==> src/rtl/vga_text_console_writer.sv <==
// ---------------------------------------------------------------------------
// vga_text_console_writer
//
// Terminal-style producer for the text-mode character buffer write port.
// Takes a byte stream over valid/ready, keeps a cursor, turns printable bytes
// into single buffer writes, and interprets a few control codes:
//   0x0D CR  : column to 0, no write
//   0x0A LF  : column to 0, next row (wraps to top), no write
//   0x09 TAB : column up to the next multiple of 8, LF if past the last column
//   0x08 BS  : step back one cell (across row start) and blank it
//   0x0C FF  : sweep CLEAR_CHAR over the whole buffer, then home the cursor
//
// Optional build macro:
//   VGA_CONSOLE_CLEAR_ON_RESET_EN - reset enters the clear sweep instead of
//   IDLE, so the buffer is blanked after every reset before ready_o rises.
//
// Ports:
//   clk         system clock
//   rst         asynchronous active-high reset
//   data_i      input byte
//   valid_i     data_i valid
//   ready_o     byte accepted on this edge when valid_i is also high
//   char_o      character written to the buffer (registered)
//   addr_o      buffer address y*COLS+x (registered)
//   wen_o       one-cycle write strobe (registered)
//   cursor_x_o  cursor column
//   cursor_y_o  cursor row
//   busy_o      clear sweep in progress
// ---------------------------------------------------------------------------
module vga_text_console_writer #(
    parameter int          COLS       = 80,
    parameter int          ROWS       = 30,
    parameter logic [7:0]  CLEAR_CHAR = 8'h20,
    localparam int         AW         = $clog2(COLS*ROWS),
    localparam int         XW         = $clog2(COLS),
    localparam int         YW         = $clog2(ROWS)
) (
    input  logic          clk,
    input  logic          rst,
    input  logic [7:0]    data_i,
    input  logic          valid_i,
    output logic          ready_o,
    output logic [7:0]    char_o,
    output logic [AW-1:0] addr_o,
    output logic          wen_o,
    output logic [XW-1:0] cursor_x_o,
    output logic [YW-1:0] cursor_y_o,
    output logic          busy_o
);

    localparam logic [7:0] CODE_BS  = 8'h08;
    localparam logic [7:0] CODE_TAB = 8'h09;
    localparam logic [7:0] CODE_LF  = 8'h0A;
    localparam logic [7:0] CODE_FF  = 8'h0C;
    localparam logic [7:0] CODE_CR  = 8'h0D;

    localparam logic [XW-1:0] X_LAST   = XW'(COLS - 1);
    localparam logic [YW-1:0] Y_LAST   = YW'(ROWS - 1);
    localparam logic [AW-1:0] CNT_LAST = AW'(COLS*ROWS - 1);
    localparam logic [AW-1:0] COLS_A   = AW'(COLS);
    localparam logic [XW:0]   COLS_X   = (XW+1)'(COLS);

    typedef enum logic {
        IDLE  = 1'b0,
        CLEAR = 1'b1
    } state_t;

`ifdef VGA_CONSOLE_CLEAR_ON_RESET_EN
    localparam state_t RESET_STATE = CLEAR;
`else
    localparam state_t RESET_STATE = IDLE;
`endif

    state_t          state;
    logic [AW-1:0]   clear_cnt;
    logic [XW-1:0]   cursor_x;
    logic [YW-1:0]   cursor_y;

    // Derived cursor values used by the byte decoder.
    logic [YW-1:0]   y_down;      // next row with wrap to top
    logic [YW-1:0]   y_up;        // previous row (only used when y > 0)
    logic [XW-1:0]   x_left;      // previous column (only used when x > 0)
    logic [XW:0]     tab_sum;     // next multiple of 8, one bit wider to see overflow
    logic            tab_wrap;
    logic [AW-1:0]   addr_here;
    logic [AW-1:0]   addr_bs;

    function automatic logic [AW-1:0] lin_addr(input logic [XW-1:0] x,
                                               input logic [YW-1:0] y);
        return AW'(y) * COLS_A + AW'(x);
    endfunction

    assign ready_o    = (state == IDLE);
    assign busy_o     = (state == CLEAR);
    assign cursor_x_o = cursor_x;
    assign cursor_y_o = cursor_y;

    // NOTE: every signal assigned in always_comb gets a value on every path;
    // a missing default would infer a latch.
    always_comb begin
        y_down    = (cursor_y == Y_LAST) ? '0 : cursor_y + 1'b1;
        y_up      = cursor_y - 1'b1;
        x_left    = cursor_x - 1'b1;
        // Clear the low three bits and add 8: strictly the next tab stop.
        tab_sum   = {1'b0, cursor_x[XW-1:3], 3'b000} + (XW+1)'(8);
        tab_wrap  = (tab_sum >= COLS_X);
        addr_here = lin_addr(cursor_x, cursor_y);
        addr_bs   = (cursor_x != '0) ? lin_addr(x_left, cursor_y)
                                     : lin_addr(X_LAST, y_up);
    end

    // NOTE: sequential state uses non-blocking assignments only, so every
    // register samples pre-edge values regardless of statement order.
    always_ff @(posedge clk or posedge rst) begin
        if (rst) begin
            state     <= RESET_STATE;
            clear_cnt <= '0;
            cursor_x  <= '0;
            cursor_y  <= '0;
            char_o    <= '0;
            addr_o    <= '0;
            wen_o     <= 1'b0;
        end else begin
            // Strobe is low unless a write is scheduled below.
            wen_o <= 1'b0;

            case (state)
                IDLE: begin
                    if (valid_i) begin
                        case (data_i)
                            CODE_CR: begin
                                cursor_x <= '0;
                            end

                            CODE_LF: begin
                                cursor_x <= '0;
                                cursor_y <= y_down;
                            end

                            CODE_TAB: begin
                                if (tab_wrap) begin
                                    cursor_x <= '0;
                                    cursor_y <= y_down;
                                end else begin
                                    cursor_x <= tab_sum[XW-1:0];
                                end
                            end

                            CODE_BS: begin
                                // At home position there is nothing to erase.
                                if (cursor_x != '0) begin
                                    cursor_x <= x_left;
                                    wen_o    <= 1'b1;
                                    addr_o   <= addr_bs;
                                    char_o   <= CLEAR_CHAR;
                                end else if (cursor_y != '0) begin
                                    cursor_x <= X_LAST;
                                    cursor_y <= y_up;
                                    wen_o    <= 1'b1;
                                    addr_o   <= addr_bs;
                                    char_o   <= CLEAR_CHAR;
                                end
                            end

                            CODE_FF: begin
                                state     <= CLEAR;
                                clear_cnt <= '0;
                            end

                            default: begin
                                wen_o  <= 1'b1;
                                addr_o <= addr_here;
                                char_o <= data_i;
                                if (cursor_x == X_LAST) begin
                                    cursor_x <= '0;
                                    cursor_y <= y_down;
                                end else begin
                                    cursor_x <= cursor_x + 1'b1;
                                end
                            end
                        endcase
                    end
                end

                CLEAR: begin
                    wen_o  <= 1'b1;
                    addr_o <= clear_cnt;
                    char_o <= CLEAR_CHAR;
                    if (clear_cnt == CNT_LAST) begin
                        // Last cell issued this cycle; a byte can be taken on
                        // the very next edge, so its write follows back-to-back.
                        state     <= IDLE;
                        clear_cnt <= '0;
                        cursor_x  <= '0;
                        cursor_y  <= '0;
                    end else begin
                        clear_cnt <= clear_cnt + 1'b1;
                    end
                end
            endcase
        end
    end

endmodule

==> config.mk <==
export PLATFORM = sky130hd
export DESIGN_NAME = vga_text_console_writer
export DESIGN_NICKNAME = d
export VERILOG_FILES = /design/src/rtl/vga_text_console_writer.sv
export SDC_FILE = /design/constraint.sdc
export NUM_CORES = 1
export LEC_CHECK = 0
export CORE_UTILIZATION = 50
export DETAILED_ROUTE_END_ITERATION = 10
export GPL_TIMING_DRIVEN = 0
export MAX_ROUTING_LAYER = met4
export PLACE_DENSITY_LB_ADDON = 0.2
export SKIP_LAST_GASP = 1
export SLEW_MARGIN = 20
export SYNTH_ARGS = -nofsm -noshare
export SYNTH_HDL_FRONTEND = slang
export SYNTH_SLANG_ARGS = --single-unit
==> constraint.sdc <==
create_clock -name clk -period 5.54 [get_ports clk]
set_clock_uncertainty 0.2 [all_clocks]
set_input_delay 1.108 -clock clk [delete_from_list [all_inputs] [get_ports clk]]
set_output_delay 1.108 -clock clk [all_outputs]
set_load 0.005 [all_outputs]
; ---- After elaboration in Yosys (flattened, before gate mapping)
; Index checks and enable logic that the tools add are counted.
[op_classes]
add_sub_neg = 9
n_mul = 2
order_cmp = 1
eq_ne = 19
mux = 41
n_bitwise = 1
reduce_logical = 9
[ops]
columns = operator, count
row1 = two-way mux 12 bit, 7
row2 = one-hot mux 12 bit (2 select lines), 3
row3 = two-way mux 7 bit, 6
row4 = == test 8 x 4 -> 1 bit (second input constant), 5
row5 = two-way mux 5 bit, 7
row6 = one-hot mux 8 bit (2 select lines), 2
row7 = one-hot mux 7 bit (4 select lines), 1
row8 = adder 12 x 7 -> 12 bit, 2
row9 = two-way mux 8 bit, 3
row10 = one-hot mux 5 bit (4 select lines), 1
row11 = multiplier 5 x 3 -> 8 bit (second input constant), 2
row12 = one-hot mux 7 bit (2 select lines), 1
row13 = adder 12 x 1 -> 12 bit (second input constant), 1
row14 = adder 12 x 7 -> 12 bit (second input constant), 1
row15 = == test 12 bit (second input constant), 1
row16 = one-hot mux 5 bit (2 select lines), 1
row17 = inequality test 3 bit (second input constant), 3
row18 = adder 7 x 4 -> 8 bit (second input constant), 1
row19 = >= comparator 8 x 7 -> 1 bit (second input constant), 1
row20 = inequality test 2 bit (second input constant), 4
row21 = adder 7 x 1 -> 7 bit (second input constant), 1
row22 = == test 7 bit (second input constant), 1
row23 = AND reduction 7 bit, 1
row24 = nonzero test 7 bit, 1
row25 = other kinds (16), 25
[totals]
ff_bits = 46
input_bits = 11
out_inout_bits = 35
wordCells = 89

; ---- Longest topological paths before layout
; Gate-level depths: netlist (run 1).
[logic_depth]
ltp_word = 9
depth_mapped = 13
mapped_depth_nobuf = 13

; ---- Worst setup path before layout (run 1)
; Ideal clock, no wire load.
[synth_timing]
path_type = input port to flip-flop
start = in data_i[5]
end = reg addr_o[1]
setup_ns = 0.125
t_arrival_ns = 2.943
required_time_ns = 5.215
path_slack_ns = 2.272
path_stages = 8
n_path_buf = 3
path_cell_list = or4_4 buf_6 or4_1 buf_2 buf_6 a21oi_1 o21ai_1 mux2_2
[synth_between]
elab_chain_len = 5
word_cells_on_any_way = 12
cone_classes = eq/ne (7) / mux (3) / reduce/logical (2)
[synth_rtl]
columns = item, line
row1 = "start, declared", 40  ; input logic [7:0] data_i,
row2 = == test 8 x 4 -> 1 bit, 130  ; case (data_i)
row3 = OR reduction 4 bit (no source line), --
row4 = one-hot mux 12 bit (2 select lines), 130
row5 = two-way mux 12 bit, 129  ; if (valid_i) begin
row6 = one-hot mux 12 bit (2 select lines), 127  ; case (state)
row7 = "end signal, assigned", 154  ; addr_o <= addr_bs;
row8 = "end signal, assigned", 160  ; addr_o <= addr_bs;
row9 = "end signal, assigned", 172  ; addr_o <= addr_here;
row10 = "end, declared", 44  ; output logic [AW-1:0] addr_o,
; Several ways; a longest one is shown, not always the timed one. The select of a mux whose other input is x is not followed.
; A chain may end at the register's enable or synchronous reset.

; ---- Worst setup path after layout (run 1)
[layout_timing]
start = in data_i[5]
end = reg cursor_y[3], in the netlist cursor_y_o[3]
[layout_between]
elab_chain_len = 5
word_cells_on_any_way = 15
cone_classes = eq/ne (10) / mux (3) / reduce/logical (2)
[layout_rtl]
columns = item, line
row1 = == test 8 x 4 -> 1 bit, 130
row2 = OR reduction 2 bit (no source line), --
row3 = one-hot mux 5 bit (4 select lines), 130
row4 = two-way mux 5 bit, 129
row5 = one-hot mux 5 bit (2 select lines), 127
row6 = "end signal, assigned", 137  ; cursor_y <= y_down;
row7 = "end signal, assigned", 143  ; cursor_y <= y_down;
row8 = "end signal, assigned", 158  ; cursor_y <= y_up;
row9 = "end, declared", 77  ; logic [YW-1:0] cursor_y;
; Several ways; a longest one is shown, not always the timed one. The select of a mux whose other input is x is not followed.

==> results of run 1 <==
-- per-stage QoR --
| step | total power [mW] | worst slack [ns] | cell area [sq um] |
|---|---|---|---|
| after detailed placement | 0.370 | 1.56 | 4410 |
| after CTS | 0.587 | 1.88 | 4500 |
| after global placement | 0.367 | 1.55 | 4390 |
| final | 0.582 | 1.84 | 4500 |
| after floorplan | 0.356 | 2.27 | 3830 |
| after global routing | 0.600 | 1.69 | 4500 |
-- cell usage after synthesis (4+ instances only) --
cell      instances
a21oi_1          24
xnor2_1          19
a211oi_1          8
nor3_1           12
ha_1             30
clkbuf_1         13
nand2_1          57
nor2b_1           4
xor2_1           15
o211ai_1          4
nor4_1            4
fa_1              4
o31ai_1           7
nor2_1           29
nand3_1          14
o21ai_0          39
buf_2             6
a21o_1            9
dfrtp_1          46
o21ai_1           7
nand4_1           4
nand2b_1          4
or3_1             4
inv_1            27
and3_1            8
-- registers in the layout, indices dropped and copies added (netlist names) --
signal	cells
cursor_y_o	5
busy_o	1
wen_o	1
cursor_x_o	7
char_o	8
addr_o	12
clear_cnt	12
-- layer usage --
layer	part of all wire (%)	GRT usage, %
met5	0	-
met4	1.3	6.06
met3	4.5	3.97
met1	47	39.6
met2	47	45.9
-- power by group through the flow --
stage,clock (mW),sequential [mW],combinational [mW]
3_3_place_gp,0,0.342,0.0252
4_1_cts,0.223,0.335,0.0281
3_5_place_dp,0,0.342,0.0279
5_1_grt,0.233,0.336,0.0311
6_report,0.218,0.335,0.0281
2_1_floorplan,0,0.342,0.0134
-- worst max-delay path: cells and delay by family --
family | cells | cell delay [ns]
mux | 1 | 0.25
compound gates | 4 | 1.15
buf+inv | 2 | 0.60
simple gates | 1 | 0.58
-- logic make-up after synthesis --
| logic type | Yosys count | share of synthesized area [%] |
|---|---|---|
| muxes | 3 | 0.816 |
| and+or+nand+nor | 158 | 20.5 |
| xor gates and xnor gates | 34 | 7.77 |
| buffers and inverters | 53 | 6.11 |
| AOI/OAI and AO/OA | 131 | 22.9 |
| DFF | 46 | 30.0 |
| adders and majority gates | 34 | 11.9 |
-- final cells by class --
class,instances,area [sq um]
Clock buffer,6,72.6
Sequential cell,46,1150
Clock inverter,2,13.8
Buffer,25,129
Tap cell,99,124
Fill cell,633,2830
Multi-Input combinational cell,360,2450
Timing Repair Buffer,44,458
Inverter,28,105
-- how the worst max path moves through the flow --
stage                             start             to  slack (ns)  cells past startpoint
after floorplan               data_i[5]      addr_o[1]        2.27                      8
after global placement        data_i[5]  cursor_y_o[3]        1.55                      8
after CTS                     data_i[5]  cursor_y_o[3]        1.88                      8
after detailed placement      data_i[5]  cursor_y_o[3]        1.56                      8
final                         data_i[5]  cursor_y_o[3]        1.84                      8
after global routing      cursor_y_o[2]     addr_o[10]        1.69                     13
==> flow_summary_export.csv, run 1 <==
group,metric,value,unit
status,status,"finished, final reports clean",
placed_design,portBuffers,43,
worst_setup_path,end_kind,"flip-flop",
placed_design,gp_congestion,0.901,
pwr,swShare,25.1,%
layout,final_cells,610,
timing,tns,0,ns
routing,drt_wl_total,10700,um
timing,finalCritPeriodShare,66.7,%
routing,vias_per_cell,5.94,
hold_path,hold_path_depth,2,
worst_setup_path,slowest_delay,0.71,ns
synth,syn_inst,459,
layout,layout.nets,555,
routing,drc_errors,0,
synth,synth-seq-cells,46,
worst_setup_path,reg2reg_from,"cursor_y_o[2]",
timing,whs,0.290,ns
hold_path,worstHoldEndpoint,"addr_o[8]",
timing,setup_viol,0,
timing,slew_violations,0,
timing,slew-limit-headroom,41.4,%
worst_setup_path,regToRegSetupSlack,1.94,ns
synth,syn-cell-area,3830,sq um
layout,mostFrequentLayoutCells,"nand2_1 (57), dfrtp_1 (46), clkdlybuf4s50_1 (43), o21ai_0 (39), ha_1 (30)",
die,core_region_area,7330,sq um
layout,layout-drive-gt1-share,5.87,%
synth,synthFlopType,"dfrtp_1",
cts,clockBufferDepth,2,
cts,htree_num_levels,2,
cts,cts_setup_buffers,0,
synth,synth_area_per_cell,8.35,sq um
die,dieWidth,89.5,um
grt,grt_pass1_vias,3301,
worst_setup_path,crit_slowest_cell,"a2111oi_1",
die,floorplan.die.height,89.5,um
hold_path,worstHoldStart,"addr_o[8]",
worst_setup_path,worstReg2RegEnd,"addr_o[9]",
cts,cts_tree,"yes",
worst_setup_path,startpoint_type,"input port",
synth,yosysTopAreaCell,"dfrtp_1",
worst_setup_path,reg2reg_depth,12,
cts,clock_sinks,46,
pwr,vdd_ir_drop_max,0.108,mV
synth,async_flop_share,100,%
placed_design,hpwl,8190,um
die,initial_core_util,52.3,%
timing,rsz0062_at_grt,"no",
die,design.die.area,8020,sq um
worst_setup_path,required,5.54,ns
worst_setup_path,path_class,"input port to flip-flop",
synth,synth_seq_area_share,30.0,%
pwr,cellPowerDensity,129,nW/um^2
timing,fmax,270,MHz
cts,clock_latency,0.31,ns
layout,syn2layout_area_growth,17.4,%
grt,grt_max_degree,25,
pwr,clkPwrFrac,37.5,%
grt,gr-usage-all-layers,28.9,%
cts,clkTransAtPathRegs,0.09,ns
layout,antennaDiodeCount,0,
layout,final_common_cell,"nand2_1",
routing,wl_per_cell,17.5,um
grt,grt_antenna_before_repair,0,
placed_design,dp_cells,602,
synth,yosysUniqueCellTypes,66,
cts,cts_resized,0,
grt,grt_first_pass_wirelength,16900,um
synth,synth_edf_count,0,
cts,cts_root_buf,"clkbuf_8",
pwr,leakage,1.83,nW
worst_setup_path,cp_max_fo,10,
routing,vias,3625,
cts,cts_made_buffers,5,
timing,post-route-min-period,3.70,ns
pwr,p_int,0.435,mW
worst_setup_path,cp_data_arrival_time,3.70,ns
synth,yosysTopAreaCellShare,30.0,%
routing,dr.pass1.iters,5,
pwr,combPwrFrac,4.8,%
routing,drt_first_iter_violations,202,
synth,yosysWarnings,0,
routing,ant_nets,0,
timing,worst_pin_slew,0.871,ns
synth,syn-num-nets,504,
pwr,p_sw,0.146,mW
die,core.rowCount,31,
hold_path,hp-class,"flip-flop to flip-flop",
job,max_cap_viol_count,0,
worst_setup_path,crit_chain,"clkdlybuf4s50_1 -> or4_4 -> buf_6 -> a2111oi_1 -> a311oi_1 -> o311ai_4 -> mux2i_1 -> a21oi_1",
grt,grt-ovfl-total,0,
pwr,power_frac_seq,57.7,%
layout,post-route-util,61.4,%
cts,postCtsHoldBufs,0,
synth,synthTopCellsByArea,"dfrtp_1 (30%), ha_1 (9.8%), nand2_1 (5.6%)",
die,boundaryPins,46,
timing,finalHoldViolCount,0,
Power figures use the tool's default switching activity.
==> run 2: changes to the inputs <==
==> constraint.sdc (replaced) <==
create_clock -name clk -period 3.5 [get_ports clk]
set_clock_uncertainty 0.2 [all_clocks]
set_input_delay 0.7 -clock clk [delete_from_list [all_inputs] [get_ports clk]]
set_output_delay 0.7 -clock clk [all_outputs]
set_load 0.005 [all_outputs]
==> flow_summary_export.csv, run 2 (same netlist as run 1, synthesis figures left out) <==
group,metric,value,unit
timing,slew-limit-headroom,41.6,%
grt,grt-ovfl-total,0,
pwr,combPwrFrac,4.8,%
worst_setup_path,cp_max_fo,6,
timing,worst_pin_slew,0.868,ns
routing,drt_first_iter_violations,237,
pwr,leakage,1.83,nW
hold_path,hold_path_depth,2,
timing,fin_ws,0.182,ns
grt,grt_max_degree,25,
grt,grt_antenna_before_repair,0,
placed_design,hpwl,8190,um
hold_path,worstHoldEndpoint,"addr_o[8]",
cts,htree_num_levels,2,
grt,grt_pass1_vias,3310,
cts,clkTransAtPathRegs,0.10,ns
pwr,cellPowerDensity,202,nW/um^2
routing,drc_errors,0,
routing,dr.pass1.iters,5,
routing,vias,3653,
timing,post-route-min-period,3.32,ns
pwr,power_frac_seq,57.7,%
timing,finalCritPeriodShare,94.8,%
routing,ant_nets,0,
layout,largest_registers,"addr_o: 12 flops, clear_cnt: 12 flops, char_o: 8 flops",
timing,slew_violations,0,
routing,wl_per_cell,17.5,um
worst_setup_path,reg2reg_from,"cursor_y_o[0]",
die,design.die.area,8020,sq um
worst_setup_path,reg2reg_depth,12,
worst_setup_path,path_class,"flip-flop to flip-flop",
layout,syn2layout_area_growth,18.7,%
cts,cts_made_buffers,5,
worst_setup_path,required,3.51,ns
hold_path,worstHoldStart,"addr_o[8]",
die,dieWidth,89.5,um
cts,postCtsHoldBufs,0,
pwr,p_sw,0.231,mW
die,core.rowCount,31,
layout,layout-drive-gt1-share,8.40,%
job,max_cap_viol_count,0,
pwr,swShare,25.1,%
placed_design,portBuffers,43,
pwr,vdd_ir_drop_max,0.171,mV
routing,drt_wl_total,10700,um
timing,rsz0062_at_grt,"no",
layout,post-route-util,62.0,%
worst_setup_path,worstReg2RegEnd,"addr_o[9]",
grt,grt_first_pass_wirelength,16900,um
placed_design,place_ws,-0.0719,ns
timing,fmax,301,MHz
layout,antennaDiodeCount,0,
die,floorplan.die.height,89.5,um
pwr,clkPwrFrac,37.4,%
timing,finalHoldViolCount,0,
pwr,p_total,0.920,mW
die,initial_core_util,52.3,%
cts,cts_tree,"yes",
worst_setup_path,cp_data_arrival_time,3.32,ns
timing,setup_viol,0,
cts,clock_sinks,46,
placed_design,gp_congestion,0.901,
status,status,"finished, final reports clean",
worst_setup_path,startpoint_type,"flip-flop",
placed_design,dp_cells,602,
grt,gr-usage-all-layers,29.0,%
layout,mostFrequentLayoutCells,"nand2_1 (57), dfrtp_1 (43), clkdlybuf4s50_1 (43), o21ai_0 (39), nor2_1 (29)",
worst_setup_path,regToRegSetupSlack,0.18,ns
timing,tns,0,ns
die,core_region_area,7330,sq um
routing,vias_per_cell,5.98,
die,boundaryPins,46,
layout,layout.nets,556,
worst_setup_path,end_kind,"flip-flop",
cts,cts_root_buf,"clkbuf_8",
cts,clockBufferDepth,2,
layout,final_cells,611,
pwr,p_int,0.689,mW
layout,final_common_cell,"nand2_1",
hold_path,hp-class,"flip-flop to flip-flop",
cts,clock_latency,0.31,ns
[run 2: final cells by class]
class                      instances  area (sq um)
sequential                        46          1150
inverter                          28           109
clock inverter                     2          13.8
buffer                            24           126
multi-input combinational        360          2470
clock buffer                       6          72.6
timing repair buffer              46           473
fill                             630          2780
tap                               99           124
[run 2: timing repair]
item	4_1_cts	5_1_grt
setup endpoints to repair	2	5
setup buffers	0	2
gates resized for setup	3	10
pin swaps	0	0
[run 2: worst max path at each step]
stage	startpoint	to	slack (ns)	cells past startpoint
global placement	data_i[5]	cursor_y_o[3]	-0.09	8
floorplan	cursor_y_o[2]	addr_o[10]	0.29	13
finish	cursor_y_o[0]	addr_o[9]	0.18	12
global route	cursor_y_o[0]	addr_o[10]	0.03	13
detailed placement	data_i[5]	cursor_y_o[3]	-0.07	8
CTS	cursor_y_o[2]	addr_o[9]	0.06	12
[run 2: stage by stage]
step           hold WS [ns]  area, sq um
6_report              0.289         4550
5_1_grt               0.313         4550
4_1_cts               0.295         4510
3_5_place_dp          0.273         4410
3_3_place_gp          0.263         4390
2_1_floorplan         0.271         3830
[run 2: power by group through the flow]
stage / Clock, mW / Sequential (mW) / Combinational [mW]
floorplan: 0 / 0.542 / 0.0212
global placement: 0 / 0.542 / 0.0398
detailed placement: 0 / 0.542 / 0.0442
CTS: 0.353 / 0.531 / 0.0445
global route: 0.369 / 0.531 / 0.0492
finish: 0.344 / 0.531 / 0.0446
[run 2: worst max-delay path, stage by stage, from the launching register on]
cell and delay, ns:
dfrtp_2 0.43, clkinvlp_4 0.19, ha_2 0.43, inv_1 0.06, ha_1 0.27, ha_1 0.21, inv_1 0.07, fa_1 0.47
nand3b_1 0.22, xnor2_1 0.28, a31oi_1 0.12, a22oi_1 0.19, o21ai_1 0.09
[run 2: routing by layer]
| metal | vias to the layer above | global-route usage [%] | wire [um] |
|---|---|---|---|
| met5 | - | - | 0 |
| met4 | 0 | 6.06 | 99 |
| met3 | 8 | 3.97 | 569 |
| met2 | 128 | 45.9 | 5070 |
| met1 | 1754 | 39.8 | 4960 |
| li1 | 1763 | - | - |
==> run 3: changes to the inputs <==
--- a/config.mk
+++ b/config.mk
@@ -5,7 +5,7 @@
 export SDC_FILE = /design/constraint.sdc
 export NUM_CORES = 1
 export LEC_CHECK = 0
-export CORE_UTILIZATION = 50
+export CORE_UTILIZATION = 40
 export DETAILED_ROUTE_END_ITERATION = 10
 export GPL_TIMING_DRIVEN = 0
 export MAX_ROUTING_LAYER = met4
==> flow_summary_export.csv, run 3 (same netlist as run 1, synthesis figures left out) <==
group,metric,value,unit
layout,largest_registers,"addr_o: 12 flops, clear_cnt: 12 flops, char_o: 8 flops",
pwr,p_int,0.688,mW
routing,drt_wl_total,11000,um
status,status,"finished, final reports clean",
pwr,leakage,1.84,nW
timing,finalCritPeriodShare,97.4,%
timing,rsz0062_at_grt,"no",
timing,slew_violations,0,
routing,vias,3610,
routing,wl_per_cell,17.1,um
layout,syn2layout_area_growth,20.3,%
grt,grt_max_degree,29,
cts,clkTransAtPathRegs,0.10,ns
cts,clock_sinks,46,
placed_design,place_ws,-0.157,ns
cts,htree_num_levels,2,
pwr,p_sw,0.243,mW
grt,grt_first_pass_wirelength,17700,um
worst_setup_path,cp_data_arrival_time,3.41,ns
worst_setup_path,cp_max_fo,6,
routing,drc_errors,0,
timing,slew-limit-headroom,34.3,%
die,floorplan.die.height,99.9,um
pwr,cellPowerDensity,202,nW/um^2
cts,clock_latency,0.31,ns
pwr,swShare,26.1,%
pwr,vdd_ir_drop_max,0.126,mV
die,core.rowCount,35,
routing,ant_nets,0,
layout,layout-drive-gt1-share,9.13,%
layout,antennaDiodeCount,0,
timing,fmax,293,MHz
job,max_cap_viol_count,0,
hold_path,hp-class,"flip-flop to flip-flop",
worst_setup_path,end_kind,"flip-flop",
die,core_region_area,9240,sq um
routing,wl_met2,5200,um
grt,grt_pass1_vias,3459,
die,initial_core_util,41.5,%
die,boundaryPins,46,
pwr,power_frac_seq,57.0,%
worst_setup_path,required,3.50,ns
cts,cts_root_buf,"clkbuf_8",
routing,wirelength_met1,5200,um
layout,final_common_cell,"nand2_1",
routing,highest_layer,"met4",
die,dieWidth,99.9,um
layout,mostFrequentLayoutCells,"nand2_1 (57), dfrtp_1 (43), clkdlybuf4s50_1 (43), o21ai_0 (39), nor2_1 (29)",
placed_design,hpwl,8480,um
routing,dr.pass1.iters,5,
timing,fin_ws,0.0893,ns
grt,grt-ovfl-total,0,
cts,postCtsHoldBufs,0,
routing,vias_per_cell,5.61,
pwr,clkPwrFrac,38.2,%
worst_setup_path,path_class,"flip-flop to flip-flop",
timing,post-route-min-period,3.41,ns
timing,setup_viol,0,
grt,grt_antenna_before_repair,0,
grt,gr-usage-all-layers,23.5,%
placed_design,gp_congestion,0.914,
cts,cts_made_buffers,5,
cts,clockBufferDepth,2,
cts,cts_tree,"yes",
routing,drt_first_iter_violations,158,
placed_design,portBuffers,43,
timing,worst_pin_slew,0.977,ns
layout,layout.nets,559,
timing,finalHoldViolCount,0,
worst_setup_path,startpoint_type,"flip-flop",
pwr,combPwrFrac,4.7,%
die,design.die.area,9970,sq um
timing,tns,0,ns
routing,wl_met3,456,um
timing,whs,0.291,ns
==> run 3: metrics by stage <==
| step | cell area [sq um] | power, mW | util [%] | cells |
|---|---|---|---|---|
| floorplan | 3830 | 0.563 | - | 459 |
| global placement | 4420 | 0.582 | 47.9 | 631 |
| detailed placement | 4440 | 0.586 | 48.1 | 632 |
| CTS | 4550 | 0.944 | 49.2 | 640 |
| global route | 4610 | 0.966 | 49.9 | 644 |
| finish | 4610 | 0.931 | 49.9 | 644 |
==> run 3: final cells by class <==
cell class                 instances  area [sq um]
fill                             900          4630
multi-input combinational        360          2480
sequential                        46          1150
timing repair buffer              49           488
tap                              129           161
buffer                            24           125
inverter                          28           109
clock buffer                       5          68.8
clock inverter                     3          21.3
==> run 3: per-layer routing <==
layer	vias to the layer above	global-route usage, %
met4	0	6.45
met5	-	-
met1	1739	31.5
met3	15	2.79
li1	1756	-
met2	100	37.7
==> run 3: path summary, 6_finish.rpt <==
kind	endpoint	from	slack, ns	cells after the start
worst max-delay path	addr_o[9]	cursor_y_o[0]	0.09	12
worst min-delay path	addr_o[10]	addr_o[10]	0.29	2
worst max register to register	addr_o[9]	cursor_y_o[0]	0.09	12
worst min register to register	addr_o[10]	addr_o[10]	0.29	2
max in group asynchronous	cursor_x_o[1]	rst	2.10	3
min in group asynchronous	addr_o[11]	rst	0.50	2
==> run 3: repair_timing <==
item,4_1_cts,5_1_grt
pin swaps,0,0
resized for setup,4,8
buffers inserted,0,5
endpoints found under the setup margin,4,4
==> run 3: worst max-delay path: stages, from the launching register on <==
cell        delay [ns]
dfrtp_2           0.44
clkinvlp_4        0.18
ha_2              0.41
inv_1             0.07
ha_1              0.27
ha_1              0.21
inv_1             0.07
fa_1              0.47
nand3b_1          0.22
xnor2_1           0.28
a31oi_1           0.13
a22oi_1           0.24
o21ai_1           0.11
==> run 3: power groups by stage <==
stage | Combinational (mW) | Sequential, mW | Clock (mW)
finish | 0.0438 | 0.531 | 0.356
global route | 0.0485 | 0.531 | 0.387
floorplan | 0.0212 | 0.542 | 0
global placement | 0.0405 | 0.542 | 0
CTS | 0.0443 | 0.531 | 0.369
detailed placement | 0.0442 | 0.542 | 0
